**src/rtl/eth_tx_arbiter.sv**
```systemverilog
// eth_tx_arbiter: packet-atomic 2:1 arbiter feeding the MAC tx FIFO port.
// Drops orphan words, truncates oversize frames, keeps per-source stats.
module eth_tx_arbiter #(
  parameter int MAX_WORDS = 384,
  parameter int PRIO_MODE = 0
) (
  input  logic        clk,
  input  logic        rst_n,
  input  logic [35:0] i_s0_q,
  input  logic        i_s0_empty,
  output logic        o_s0_rdreq,
  input  logic [35:0] i_s1_q,
  input  logic        i_s1_empty,
  output logic        o_s1_rdreq,
  output logic [35:0] o_tx_data,
  output logic        o_tx_vld,
  input  logic        i_tx_rdy,
  output logic [15:0] o_pkt_cnt_0,
  output logic [15:0] o_pkt_cnt_1,
  output logic [15:0] o_drop_cnt,
  output logic [15:0] o_trunc_cnt,
  output logic        o_busy
);

  localparam int CW = $clog2(MAX_WORDS + 1);
  localparam logic [CW-1:0] LAST_IDX = CW'(MAX_WORDS - 1);

  typedef enum logic [1:0] {IDLE, BUSY, FLUSH} state_t;

  state_t        state, state_nx;
  logic          grant, grant_nx;
  logic          last, last_nx;
  logic [CW-1:0] wcnt, wcnt_nx;

  logic [35:0] head;
  logic        h_empty, h_sop, h_eop;
  logic        cand0, cand1, orph0, orph1;
  logic        drain0, drain1, pop_g;
  logic        vld, force_eop, acc, restart, last_word;
  logic        inc_p0, inc_p1, inc_tr;
  logic [1:0]  drop_n;

  assign head    = grant ? i_s1_q : i_s0_q;
  assign h_empty = grant ? i_s1_empty : i_s0_empty;
  assign h_sop   = head[1];
  assign h_eop   = head[0];

  assign cand0 = ~i_s0_empty & i_s0_q[1];
  assign cand1 = ~i_s1_empty & i_s1_q[1];
  assign orph0 = ~i_s0_empty & ~i_s0_q[1];
  assign orph1 = ~i_s1_empty & ~i_s1_q[1];

  assign acc       = vld & i_tx_rdy;
  assign restart   = h_sop & (wcnt != '0);
  assign last_word = ~restart & (wcnt == LAST_IDX);

  function automatic logic [15:0] sat_add(
    input logic [15:0] a,
    input logic [1:0]  b
  );
    logic [16:0] s;
    s = {1'b0, a} + {15'b0, b};
    return s[16] ? 16'hFFFF : s[15:0];
  endfunction

  // Reset gates the pops and valid so nothing moves while rst_n is low.
  assign o_s0_rdreq = rst_n & (drain0 | (pop_g & ~grant));
  assign o_s1_rdreq = rst_n & (drain1 | (pop_g & grant));
  assign o_tx_vld   = rst_n & vld;
  assign o_tx_data  = {head[35:1], head[0] | force_eop};

  // Next-state, arbitration choice and per-cycle strobes.
  always_comb begin
    state_nx  = state;
    grant_nx  = grant;
    last_nx   = last;
    wcnt_nx   = wcnt;
    vld       = 1'b0;
    drain0    = 1'b0;
    drain1    = 1'b0;
    pop_g     = 1'b0;
    force_eop = 1'b0;
    inc_p0    = 1'b0;
    inc_p1    = 1'b0;
    inc_tr    = 1'b0;
    drop_n    = 2'd0;
    o_busy    = 1'b0;
    unique case (state)
      IDLE: begin
        drain0 = orph0;
        drain1 = orph1;
        drop_n = {1'b0, orph0} + {1'b0, orph1};
        if (cand0 | cand1) begin
          state_nx = BUSY;
          wcnt_nx  = '0;
          if (cand0 & cand1)
            grant_nx = (PRIO_MODE != 0) ? 1'b1 : ~last;
          else
            grant_nx = cand1;
        end
      end
      BUSY: begin
        o_busy    = 1'b1;
        vld       = ~h_empty;
        pop_g     = acc;
        force_eop = last_word;
        if (acc) begin
          if (h_eop) begin
            inc_p0   = ~grant;
            inc_p1   = grant;
            last_nx  = grant;
            state_nx = IDLE;
          end else if (restart) begin
            wcnt_nx = CW'(1);
          end else if (last_word) begin
            inc_p0   = ~grant;
            inc_p1   = grant;
            inc_tr   = 1'b1;
            state_nx = FLUSH;
          end else begin
            wcnt_nx = wcnt + CW'(1);
          end
        end
      end
      FLUSH: begin
        if (!h_empty) begin
          if (h_sop) begin
            last_nx  = grant;
            state_nx = IDLE;
          end else begin
            pop_g  = 1'b1;
            drop_n = 2'd1;
            if (h_eop) begin
              last_nx  = grant;
              state_nx = IDLE;
            end
          end
        end
      end
      default: state_nx = IDLE;
    endcase
  end

  // FSM, grant and word-count registers.
  always_ff @(posedge clk or negedge rst_n) begin
    if (!rst_n) begin
      state <= IDLE;
      grant <= 1'b0;
      last  <= 1'b1;
      wcnt  <= '0;
    end else begin
      state <= state_nx;
      grant <= grant_nx;
      last  <= last_nx;
      wcnt  <= wcnt_nx;
    end
  end

  // Saturating statistics counters.
  always_ff @(posedge clk or negedge rst_n) begin
    if (!rst_n) begin
      o_pkt_cnt_0 <= '0;
      o_pkt_cnt_1 <= '0;
      o_drop_cnt  <= '0;
      o_trunc_cnt <= '0;
    end else begin
      o_pkt_cnt_0 <= sat_add(o_pkt_cnt_0, {1'b0, inc_p0});
      o_pkt_cnt_1 <= sat_add(o_pkt_cnt_1, {1'b0, inc_p1});
      o_drop_cnt  <= sat_add(o_drop_cnt, drop_n);
      o_trunc_cnt <= sat_add(o_trunc_cnt, {1'b0, inc_tr});
    end
  end

endmodule
```
**config.mk**
```make
export PLATFORM = sky130hd
export DESIGN_NAME = eth_tx_arbiter
export DESIGN_NICKNAME = d
export VERILOG_FILES = /design/src/rtl/eth_tx_arbiter.sv
export SDC_FILE = /design/constraint.sdc
export NUM_CORES = 1
export LEC_CHECK = 0
export CAP_MARGIN = 20
export CORE_ASPECT_RATIO = 0.75
export CORE_MARGIN = 4
export CORE_UTILIZATION = 45
export CTS_BUF_LIST = sky130_fd_sc_hd__clkbuf_2
export DETAILED_ROUTE_END_ITERATION = 12
export GPL_TIMING_DRIVEN = 0
export PLACE_DENSITY_LB_ADDON = 0.25
export SETUP_SLACK_MARGIN = 0.5
export SLEW_MARGIN = 10
export SYNTH_ARGS = -nofsm -noshare
export SYNTH_HDL_FRONTEND = slang
export SYNTH_SLANG_ARGS = --single-unit
export TNS_END_PERCENT = 50
```
**constraint.sdc**
```tcl
create_clock -name clk -period 3.4 [get_ports clk]
set_input_delay 0.68 -clock clk [delete_from_list [all_inputs] [get_ports clk]]
set_output_delay 0.68 -clock clk [all_outputs]
set_load 0.01 [all_outputs]
```
==> results of run 1 <==
==> state kept, by name, indices dropped and copies added, names as in the netlist <==
register     count
o_pkt_cnt_1     16
last             1
state            2
o_trunc_cnt     16
grant            1
o_drop_cnt      16
o_pkt_cnt_0     16
wcnt             9
==> cell families after synthesis <==
group,after synthesis,synth area share
buffers and inverters,27,0.0271
AND/OR/NAND/NOR,211,0.236
multiplexers,43,0.107
AO/OA/AOI/OAI,63,0.0915
flip-flops,77,0.426
adder cells (fa/ha/maj),15,0.0431
XOR/XNOR,36,0.0697
==> layout make-up <==
type / count / area (um^2) / share of cell area
Buffer: 13 / 113 / 0.0164
Inverter: 14 / 52.6 / 0.00765
Clock inverter: 6 / 68.8 / 0.0100
Clock buffer: 10 / 50.0 / 0.00729
Multi-Input combinational cell: 368 / 2570 / 0.375
Sequential cell: 77 / 1930 / 0.281
Tap cell: 132 / 165 / 0.0240
Timing Repair Buffer: 195 / 1920 / 0.279
==> metrics by stage <==
step                area (um^2)  setup TNS [ps]
floorplan                  4530               0
global placement           6490          -99930
detailed placement         6520          -15760
CTS                        6730               0
global route               6870               0
finish                     6870               0
==> worst reg2reg max path, cell delays in order (launching register included) <==
cell and delay [ps]:
sky130_fd_sc_hd__dfrtp_1 410, sky130_fd_sc_hd__buf_6 140, sky130_fd_sc_hd__buf_8 150, sky130_fd_sc_hd__nor3_1 170
sky130_fd_sc_hd__o21ai_1 90, sky130_fd_sc_hd__nand2_1 80, sky130_fd_sc_hd__ha_1 170, sky130_fd_sc_hd__inv_1 70
sky130_fd_sc_hd__fa_2 400, sky130_fd_sc_hd__or3b_4 420, sky130_fd_sc_hd__or3_4 420, sky130_fd_sc_hd__buf_6 160
sky130_fd_sc_hd__nand2_1 60
==> synthesized netlist by cell type (4+ instances only) <==
master / count
sky130_fd_sc_hd__nor4_1: 5
sky130_fd_sc_hd__a2bb2oi_1: 5
sky130_fd_sc_hd__nand2_1: 76
sky130_fd_sc_hd__nand4_1: 12
sky130_fd_sc_hd__xor2_1: 17
sky130_fd_sc_hd__buf_2: 5
sky130_fd_sc_hd__a31oi_1: 4
sky130_fd_sc_hd__nor2_1: 23
sky130_fd_sc_hd__and2_1: 4
sky130_fd_sc_hd__and3_1: 12
sky130_fd_sc_hd__nor3_1: 7
sky130_fd_sc_hd__nand2b_1: 9
sky130_fd_sc_hd__a21oi_1: 14
sky130_fd_sc_hd__mux2_2: 39
sky130_fd_sc_hd__o21ai_0: 16
sky130_fd_sc_hd__nor2b_1: 8
sky130_fd_sc_hd__ha_1: 14
sky130_fd_sc_hd__xnor2_1: 19
sky130_fd_sc_hd__nand3_1: 35
sky130_fd_sc_hd__dfrtp_1: 76
sky130_fd_sc_hd__inv_1: 14
sky130_fd_sc_hd__o31ai_1: 6
==> metal layers <==
| layer | vias to the layer above | routed length, um | GRT usage |
|---|---|---|---|
| met4 | 0 | 290 | 0.0747 |
| met1 | 2110 | 5250 | 0.272 |
| met2 | 167 | 6760 | 0.399 |
| li1 | 2086 | - | - |
| met3 | 17 | 998 | 0.0677 |
| met5 | - | 0 | 0 |
==> power groups by stage <==
| stage | sequential [W] | clock [W] | combinational, W |
|---|---|---|---|
| floorplan | 0.00117 | 0 | 0.000775 |
| global placement | 0.00116 | 0 | 0.00145 |
| detailed placement | 0.00117 | 0 | 0.00150 |
| CTS | 0.00115 | 0.000538 | 0.00152 |
| global route | 0.00117 | 0.000577 | 0.00169 |
| finish | 0.00116 | 0.000526 | 0.00156 |
==> timing repair <==
item,CTS,global route
hold buffers,1,0
endpoints found under the setup margin,88,68
gates resized for setup,54,25
endpoints found under the hold margin,23,0
pin swaps,1,4
setup buffers,4,8
==> how the worst min path moves through the flow <==
stage          startpoint         endpoint  slack [ps]
6_report            rst_n  o_trunc_cnt[10]          70
5_1_grt             rst_n  o_trunc_cnt[10]          10
4_1_cts             rst_n   o_pkt_cnt_0[3]          50
3_5_place_dp         last             last         510
3_3_place_gp         last             last         500
2_1_floorplan       rst_n            grant         380
==> impl_metrics.py, run 1 <==
metrics = {
    "route": {
        "drt.antenna.violating_nets": 0,
        "drt_wl_total_um": 13300,
        "routed_wire_length_per_instance_um": 16.3,
        "drc": 0,
        "drt_pre_antenna_iters": 4,
        "viasPerCell": 5.37,
        "first_iter_violations": 227,
        "num_vias": 4380,
    },
    "floorplan": {
        "num_rows": 31,
        "die_w_um": 124,
        "pin_count": 181,
        "initial_utilization": 0.465,
        "coreArea_um2": 9740,
        "height_of_the_die_um": 94.9,
        "dieArea_um2": 11700,
    },
    "logic_synthesis": {
        "yosysWarnings": 0,
        "synthDominantAreaCellType": "sky130_fd_sc_hd__dfrtp_1",
        "proportion_of_register_bits_with_asynchronous_set_or_reset_after_synthesis": 1.00,
        "synth_top_flop_cell": "sky130_fd_sc_hd__dfrtp_1",
        "syn-instance-count": 472,
        "synth.yosys.seq_area_share": 0.426,
        "synth-edff-count": 0,
        "netlist_area_um2": 4530,
        "yosysTopAreaCellShare": 0.420,
        "synth.distinct_cells": 60,
        "synthesis.nets": 564,
        "netlist_top_cells_area": "sky130_fd_sc_hd__dfrtp_1 (42%), sky130_fd_sc_hd__mux2_2 (9.7%), sky130_fd_sc_hd__nand2_1 (6.3%)",
        "syn-mean-instance-area_um2": 9.59,
        "postSynthRegisterBits": 77,
    },
    "worst_setup_path": {
        "reg2reg_setup_slack_ps": 620,
        "worstPathBufferInverterCount": 4,
        "worst_r2r_path_depth": 12,
        "worstSetupPathDepth": 5,
        "cpMaxStageDelayCell": "sky130_fd_sc_hd__clkdlybuf4s50_1",
        "data_required_time_at_the_worst_endpoint_ps": 2720,
        "worstReg2RegEnd": "o_drop_cnt[1]",
        "type_of_the_setup_path_with_the_least_slack": "reg -> out",
        "worst_setup_path_start_kind": "register",
        "critical_path.max_fanout": 10,
        "critical_path.endpoint": "o_tx_data[14]",
        "worstSetupStartpoint": "grant",
        "worstSetupEndpointType": "primary output",
        "timing.critical_path.slowest_cell_delay_ps": 490,
        "path_common_cell": "sky130_fd_sc_hd__buf_6",
        "worst_r2r_startpoint": "grant",
        "worstPathArrival_ps": 2180,
        "critical_path.cell_chain": "buf_6, buf_8, buf_6, mux2_2, clkdlybuf4s50_1",
        "worst_path_dominant_cell_family": "buffers and inverters",
    },
    "global_route": {
        "overflow": 0,
        "first_pass_grt_wire_length_um": 21100,
        "grt_pass1_vias": 4376,
        "pin_count_of_the_biggest_net_entering_global_routing": 58,
        "track_usage": 0.229,
        "antenna_found_initial": 0,
    },
    "place": {
        "portbufs": 180,
        "dp_worst_setup_slack_ps": -455,
        "routabilityCongestion": 0.893,
        "placed_cells": 785,
        "place.detailed.hpwl_um": 10300,
    },
    "pwr": {
        "leakage_nw": 3.18,
        "totalPowerFinal_w": 0.00324,
        "power_share_of_the_sequential_group": 0.357,
        "switching_power_w": 0.00117,
        "p_int_w": 0.00207,
        "power.share.clock": 0.162,
        "vdd_drop_max_v": 0.000284,
        "pwr_density_cell_nw_per_um2": 472,
        "comb_pwr_share": 0.481,
        "switching_share": 0.362,
    },
    "sta": {
        "finalSetupViolations": 0,
        "hold_viol_final": 0,
        "slew_viol_final": 0,
        "rsz_0062_raised_after_global_routing": "true",
        "layout_min_cycle_time_ps": 2860,
        "max_clock_freq_ghz": 0.350,
        "fin_worst_hold_slack_ps": 65.8,
        "min_period_over_period": 0.841,
        "worst_slew_margin_rel": 0.560,
        "finalClockSkew_ps": 40.6,
        "worstMarginPinSlew_ps": 654,
        "setup_slack_ps": 542,
    },
    "final_layout": {
        "layout-drive-gt1-share": 0.170,
        "layout.cells.most_common_list": "sky130_fd_sc_hd__clkdlybuf4s50_1 (149), sky130_fd_sc_hd__nand2_1 (75), sky130_fd_sc_hd__dfrtp_1 (75), sky130_fd_sc_hd__mux2_2 (39), sky130_fd_sc_hd__nand3_1 (32)",
        "layout.nets": 770,
        "finish.utilization": 0.705,
        "mostFrequentLayoutCell": "sky130_fd_sc_hd__clkdlybuf4s50_1",
        "area_growth_syn_to_layout_pct": 51.7,
        "antenna_diodes": 0,
        "final-instance-count-excl-fill": 815,
        "layout.filler_cells": 751,
    },
    "clock_network": {
        "clock_sinks": 77,
        "root_buffer": "sky130_fd_sc_hd__clkbuf_2",
        "cts_htree_levels": 3,
        "clock_insertion_delay_worst_skew_ps": 560,
        "cts_made_buffers": 9,
        "clk_transition_reported_paths_ps": 240,
        "cts_buffer_depth": 2,
        "cts_tree": "yes",
    },
    "min_path": {
        "worst_hold_path_type": "in -> async",
    },
    "outcome": {
        "outcome": "completed",
    },
    "run": {
        "cap_violations": 0,
    },
}
(Power assumes the default switching activity.)
==> inputs of run 2 (changes only) <==
clock period = 2.7 ns   (was 3.4 ns; I/O delays follow)
==> run 2 against run 1 <==
  * The run now ends with negative setup slack left
  * Critical path depth up 8
  * Final cell count up 6.1%
  * Non-clock buffer count up 50
  * Largest cell class unchanged
  * Largest power group unchanged
==> impl_metrics.py, run 2 (synthesis results as in run 1) <==
metrics = {
    "outcome": {
        "violations": "negative setup slack",
        "outcome": "finished with violations",
    },
    "worst_setup_path": {
        "cpMaxStageDelayCell": "sky130_fd_sc_hd__dfrtp_1",
        "timing.critical_path.slowest_cell_delay_ps": 380,
        "worstReg2RegEnd": "o_drop_cnt[8]",
        "worst_setup_path_start_kind": "register",
        "worstPathArrival_ps": 3320,
        "worst_r2r_startpoint": "grant",
        "critical_path.cell_chain": "buf_6, nor3b_1, o21ai_2, nand2_1, ha_2, inv_2, fa_2, buf_4, nor3b_4, buf_4, nand3_1, xor2_2, nand2_4",
        "reg2reg_setup_slack_ps": -150,
        "worstPathBufferInverterCount": 4,
        "worstSetupEndpointType": "register",
        "worst_r2r_path_depth": 13,
        "critical_path.max_fanout": 8,
        "path_common_cell": "sky130_fd_sc_hd__buf_4",
        "worstSetupPathDepth": 13,
        "data_required_time_at_the_worst_endpoint_ps": 3170,
        "worstSetupStartpoint": "grant",
        "type_of_the_setup_path_with_the_least_slack": "reg -> reg",
        "worst_path_dominant_cell_family": "simple AND/OR/NAND/NOR gates",
    },
    "final_layout": {
        "area_growth_syn_to_layout_pct": 80.4,
        "multi_input_comb_area_um2": 3170,
        "finish.utilization": 0.839,
        "layout.cells.most_common_list": "sky130_fd_sc_hd__clkdlybuf4s50_1 (119), sky130_fd_sc_hd__dfrtp_1 (58), sky130_fd_sc_hd__buf_6 (52), sky130_fd_sc_hd__nand2_1 (47), sky130_fd_sc_hd__buf_4 (43)",
        "mostFrequentLayoutCell": "sky130_fd_sc_hd__clkdlybuf4s50_1",
        "seq_area_um2": 1950,
        "layout-drive-gt1-share": 0.402,
        "antenna_diodes": 0,
        "layout.filler_cells": 497,
        "layout.nets": 820,
    },
    "place": {
        "routabilityCongestion": 0.892,
        "place.detailed.hpwl_um": 9940,
        "portbufs": 180,
    },
    "floorplan": {
        "dieArea_um2": 11700,
        "die_w_um": 124,
        "coreArea_um2": 9740,
        "num_rows": 31,
        "height_of_the_die_um": 94.9,
        "initial_utilization": 0.465,
        "pin_count": 181,
    },
    "global_route": {
        "first_pass_grt_wire_length_um": 22200,
        "track_usage": 0.241,
        "overflow": 0,
        "grt_pass1_vias": 4622,
        "antenna_found_initial": 0,
        "pin_count_of_the_biggest_net_entering_global_routing": 32,
    },
    "route": {
        "viasPerCell": 5.74,
        "num_vias": 4963,
        "routed_wire_length_per_instance_um": 20.9,
        "drt_wl_total_um": 18000,
        "drt.antenna.violating_nets": 0,
        "first_iter_violations": 430,
        "drt_pre_antenna_iters": 7,
        "drc": 0,
    },
    "sta": {
        "setup_slack_ps": -151,
        "min_period_over_period": 1.06,
        "finalClockSkew_ps": 34.6,
        "fin_worst_hold_slack_ps": 531,
        "layout_min_cycle_time_ps": 2850,
        "hold_viol_final": 0,
        "worstMarginPinSlew_ps": 680,
        "slew_viol_final": 0,
        "rsz_0062_raised_after_global_routing": "true",
        "max_clock_freq_ghz": 0.351,
        "worst_slew_margin_rel": 0.542,
        "finalSetupViolations": 13,
    },
    "min_path": {
        "number_of_cells_traversed_by_the_worst_hold_path": 2,
        "worst_hold_path_type": "reg -> reg",
        "hp-start": "last",
        "whs_endpoint": "last",
    },
    "clock_network": {
        "cts_buffer_depth": 2,
        "cts_tree": "yes",
        "clock_insertion_delay_worst_skew_ps": 540,
        "clk_transition_reported_paths_ps": 240,
        "cts_made_buffers": 9,
        "cts_htree_levels": 3,
        "root_buffer": "sky130_fd_sc_hd__clkbuf_2",
        "clock_sinks": 77,
    },
    "pwr": {
        "totalPowerFinal_w": 0.00493,
        "leakage_nw": 4.05,
        "vdd_drop_max_v": 0.000405,
        "pwr_density_cell_nw_per_um2": 604,
    },
    "run": {
        "cap_violations": 0,
    },
}
## run 2: cell count changes in the layout (fill, tap and decap cells not counted), moves of 17 or more
cell                              before  now
sky130_fd_sc_hd__buf_4                14   43
sky130_fd_sc_hd__nand2_2               1   26
sky130_fd_sc_hd__buf_6                 5   52
sky130_fd_sc_hd__clkdlybuf4s50_1     149  119
sky130_fd_sc_hd__mux2_2               39    5
sky130_fd_sc_hd__mux2_4                0   34
sky130_fd_sc_hd__dfrtp_1              75   58
sky130_fd_sc_hd__nand2_1              75   47
sky130_fd_sc_hd__dlygate4sd2_1        26    4
sky130_fd_sc_hd__dfrtp_2               1   18
## run 2: worst min-delay path: stages, from the launching register on
cell	delay [ps]
sky130_fd_sc_hd__dfstp_2	420
sky130_fd_sc_hd__o21ai_0	70
sky130_fd_sc_hd__o31ai_1	70
## run 2: how the worst max path moves through the flow
stage | endpoint
finish | o_drop_cnt[8]
global route | o_drop_cnt[8]
global placement | o_tx_vld
detailed placement | o_pkt_cnt_1[10]
floorplan | o_drop_cnt[13]
CTS | o_pkt_cnt_1[12]
## run 2: timing repair
item | CTS | global route
endpoints found under the setup margin | 110 | 139
pin swaps | 16 | 25
hold buffers | 4 | 1
cloned | 1 | 5
hold endpoints to repair | 31 | 8
buffers inserted | 26 | 27
resized for setup | 97 | 308
## run 2: where the power goes
group          total (W)  internal (W)  leakage, nW  switching, W
Combinational    0.00281       0.00162         2.98       0.00120
Clock           0.000629      0.000206       0.0613      0.000423
Sequential       0.00149       0.00130         1.01      0.000190
## run 2: metrics by stage
step	std cells	setup slack, ps	area (um^2)	TNS, ps
after global placement	784	-2470	6630	-175750
after CTS	832	36.0	7200	0
after floorplan	472	188	4660	0
after global routing	865	-213	8170	-3870
final	865	-151	8170	-1260
after detailed placement	785	-962	6650	-42180
## run 2: routing by layer
layer  track usage  routed length (um)
met1         0.289                6930
met3        0.0808                1350
met2         0.408                9210
met4        0.0783                 549
met5             0                   0
## run 2: area by class of cell
cell class,instances,share of cell area
multi-input cells,368,0.388
repair buffers,245,0.311
flip-flops and latches,77,0.239
plain buffers,13,0.0210
well taps,132,0.0202
clock inverters,7,0.00812
inverters,14,0.00644
clock buffers,9,0.00552
==> inputs of run 3 (changes only) <==
CORE_MARGIN = not set   (was 4)
CORE_UTILIZATION = 44   (was 45)
CTS_BUF_LIST = not set   (was sky130_fd_sc_hd__clkbuf_2)
==> run 3 against run 2 <==
  * The flow now finishes without violations
  * Flip-flop and latch count unchanged
  * Sequential share of layout area grew 0.18 points
  * Hold slack lost 460 ps
  * Sequential power barely moved
  * Global-route usage is 2.3 points higher
  * Clock power is 130% higher
  * Worst setup slack improved by 240 ps
  * Clock skew shrank 27 ps
  * Combinational power shrank 19%
  * Final cell count did not move
  * Routed wire length is 16% lower
  * Final area fell by 1.8%
==> impl_metrics.py, run 3 (synthesis results as in run 1) <==
metrics = {
    "floorplan": {
        "height_of_the_die_um": 89.8,
        "pin_count": 181,
        "dieArea_um2": 10700,
        "initial_utilization": 0.461,
        "die_w_um": 119,
        "num_rows": 31,
        "coreArea_um2": 9810,
    },
    "route": {
        "drt_wl_total_um": 15200,
        "drt.antenna.violating_nets": 0,
        "num_vias": 4759,
        "drc": 0,
        "routed_wire_length_per_instance_um": 17.6,
        "viasPerCell": 5.50,
        "first_iter_violations": 270,
        "drt_pre_antenna_iters": 5,
    },
    "clock_network": {
        "cts_htree_levels": 3,
        "cts_buffer_depth": 2,
        "root_buffer": "sky130_fd_sc_hd__clkbuf_16",
        "cts_hold_repair.buffers": 0,
        "clock_sinks": 77,
        "clock_insertion_delay_worst_skew_ps": 340,
        "cts_tree": "yes",
        "cts_made_buffers": 9,
        "clk_transition_reported_paths_ps": 60,
    },
    "global_route": {
        "globalRouteMet1Util": 0.334,
        "first_pass_grt_wire_length_um": 22700,
        "antenna_found_initial": 0,
        "grt_met3_usage": 0.0717,
        "grt_busiest_layer": "met2",
        "overflow": 0,
        "grt_pass1_vias": 4646,
        "use_met2": 0.443,
        "pin_count_of_the_biggest_net_entering_global_routing": 65,
        "track_usage": 0.264,
    },
    "sta": {
        "worst_slew_margin_rel": 0.553,
        "rsz_0062_raised_after_global_routing": "true",
        "slew_viol_final": 0,
        "max_clock_freq_ghz": 0.383,
        "layout_min_cycle_time_ps": 2610,
        "finalClockSkew_ps": 7.56,
        "min_period_over_period": 0.967,
        "worstMarginPinSlew_ps": 665,
        "hold_viol_final": 0,
        "finalSetupViolations": 0,
    },
    "min_path": {
        "worst_hold_path_type": "in -> async",
    },
    "place": {
        "portbufs": 180,
        "postPlaceCellArea_um2": 6650,
        "place.detailed.hpwl_um": 9370,
        "routabilityCongestion": 0.849,
        "placed_cells": 785,
    },
    "pwr": {
        "vdd_drop_max_v": 0.000501,
        "pwr_density_cell_nw_per_um2": 654,
        "leakage_nw": 3.61,
    },
    "worst_setup_path": {
        "worstSetupStartpoint": "grant",
        "worstPathArrival_ps": 2070,
        "type_of_the_setup_path_with_the_least_slack": "reg -> out",
        "data_required_time_at_the_worst_endpoint_ps": 2160,
        "critical_path.max_fanout": 5,
        "worst_setup_path_start_kind": "register",
        "worstSetupEndpointType": "primary output",
        "worst_r2r_startpoint": "wcnt[1]",
    },
    "final_layout": {
        "seq_area_um2": 1930,
        "multi_input_comb_area_um2": 3030,
        "mostFrequentLayoutCell": "sky130_fd_sc_hd__clkdlybuf4s50_1",
        "layout.filler_cells": 545,
        "stdcell_area_um2": 8020,
        "layout.cells.most_common_list": "sky130_fd_sc_hd__clkdlybuf4s50_1 (167), sky130_fd_sc_hd__dfrtp_1 (74), sky130_fd_sc_hd__buf_4 (53), sky130_fd_sc_hd__nand2_1 (42), sky130_fd_sc_hd__mux2_2 (39)",
        "layout-drive-gt1-share": 0.342,
        "area_growth_syn_to_layout_pct": 77.2,
        "antenna_diodes": 0,
        "layout.nets": 820,
        "final-instance-count-excl-fill": 865,
    },
    "outcome": {
        "outcome": "completed",
    },
    "run": {
        "cap_violations": 0,
    },
}
run 3: per-layer routing:
layer / share of wire / vias up / wire length, um
met2: 0.51 / 183 / 7690
met4: 0.021 / 0 / 322
li1: - / 2189 / -
met1: 0.41 / 2353 / 6250
met3: 0.061 / 34 / 924
met5: 0 / - / 0
run 3: worst paths after layout:
kind	end	slack, ps	cells past startpoint
setup / recovery	o_s1_rdreq	90	9
min in group clk	o_pkt_cnt_0[12]	530	1
setup reg to reg	o_pkt_cnt_0[7]	120	14
max in group asynchronous	last	2010	2
hold / removal	o_trunc_cnt[14]	80	1
hold reg to reg	o_pkt_cnt_0[12]	530	1
run 3: where the power goes:
group / internal, W / switching, W / total, W
Clock: 0.000999 / 0.000474 / 0.00147
Combinational: 0.00131 / 0.000979 / 0.00229
Sequential: 0.00130 / 0.000189 / 0.00148
Total: 0.00361 / 0.00164 / 0.00525
run 3: worst max-delay path: stages, from the launching register on:
cell,delay (ps)
sky130_fd_sc_hd__dfrtp_1,370
sky130_fd_sc_hd__buf_6,130
sky130_fd_sc_hd__buf_4,140
sky130_fd_sc_hd__mux2i_4,230
sky130_fd_sc_hd__nand3_2,150
sky130_fd_sc_hd__buf_4,170
sky130_fd_sc_hd__nand2_1,70
sky130_fd_sc_hd__a32oi_1,120
sky130_fd_sc_hd__nor2b_1,120
sky130_fd_sc_hd__clkdlybuf4s15_2,230
run 3: layout make-up:
type,count,share of cell area
Clock buffer,10,0.0285
Inverter,14,0.00655
Timing Repair Buffer,245,0.293
Tap cell,132,0.0206
Buffer,13,0.0165
Sequential cell,77,0.241
Clock inverter,6,0.0167
Multi-Input combinational cell,368,0.377
run 3: stage by stage:
step                hold WS [ps]  utilization  setup slack (ps)  total power (W)  setup TNS (ps)
floorplan                    244            -               188          0.00249               0
global placement             496        0.675             -2440          0.00331         -170200
detailed placement           427        0.678              -891          0.00336          -40500
CTS                         71.7        0.769               132          0.00508               0
global route                80.3        0.817             0.144          0.00550               0
finish                      75.8        0.817              89.8          0.00525               0
run 3: repair_timing:
action / in CTS / in global routing
endpoints found under the hold margin: 0 / 0
setup buffers: 37 / 23
gates cloned: 3 / 1
pin swaps: 25 / 18
endpoints found under the setup margin: 103 / 104
gates resized for setup: 106 / 71
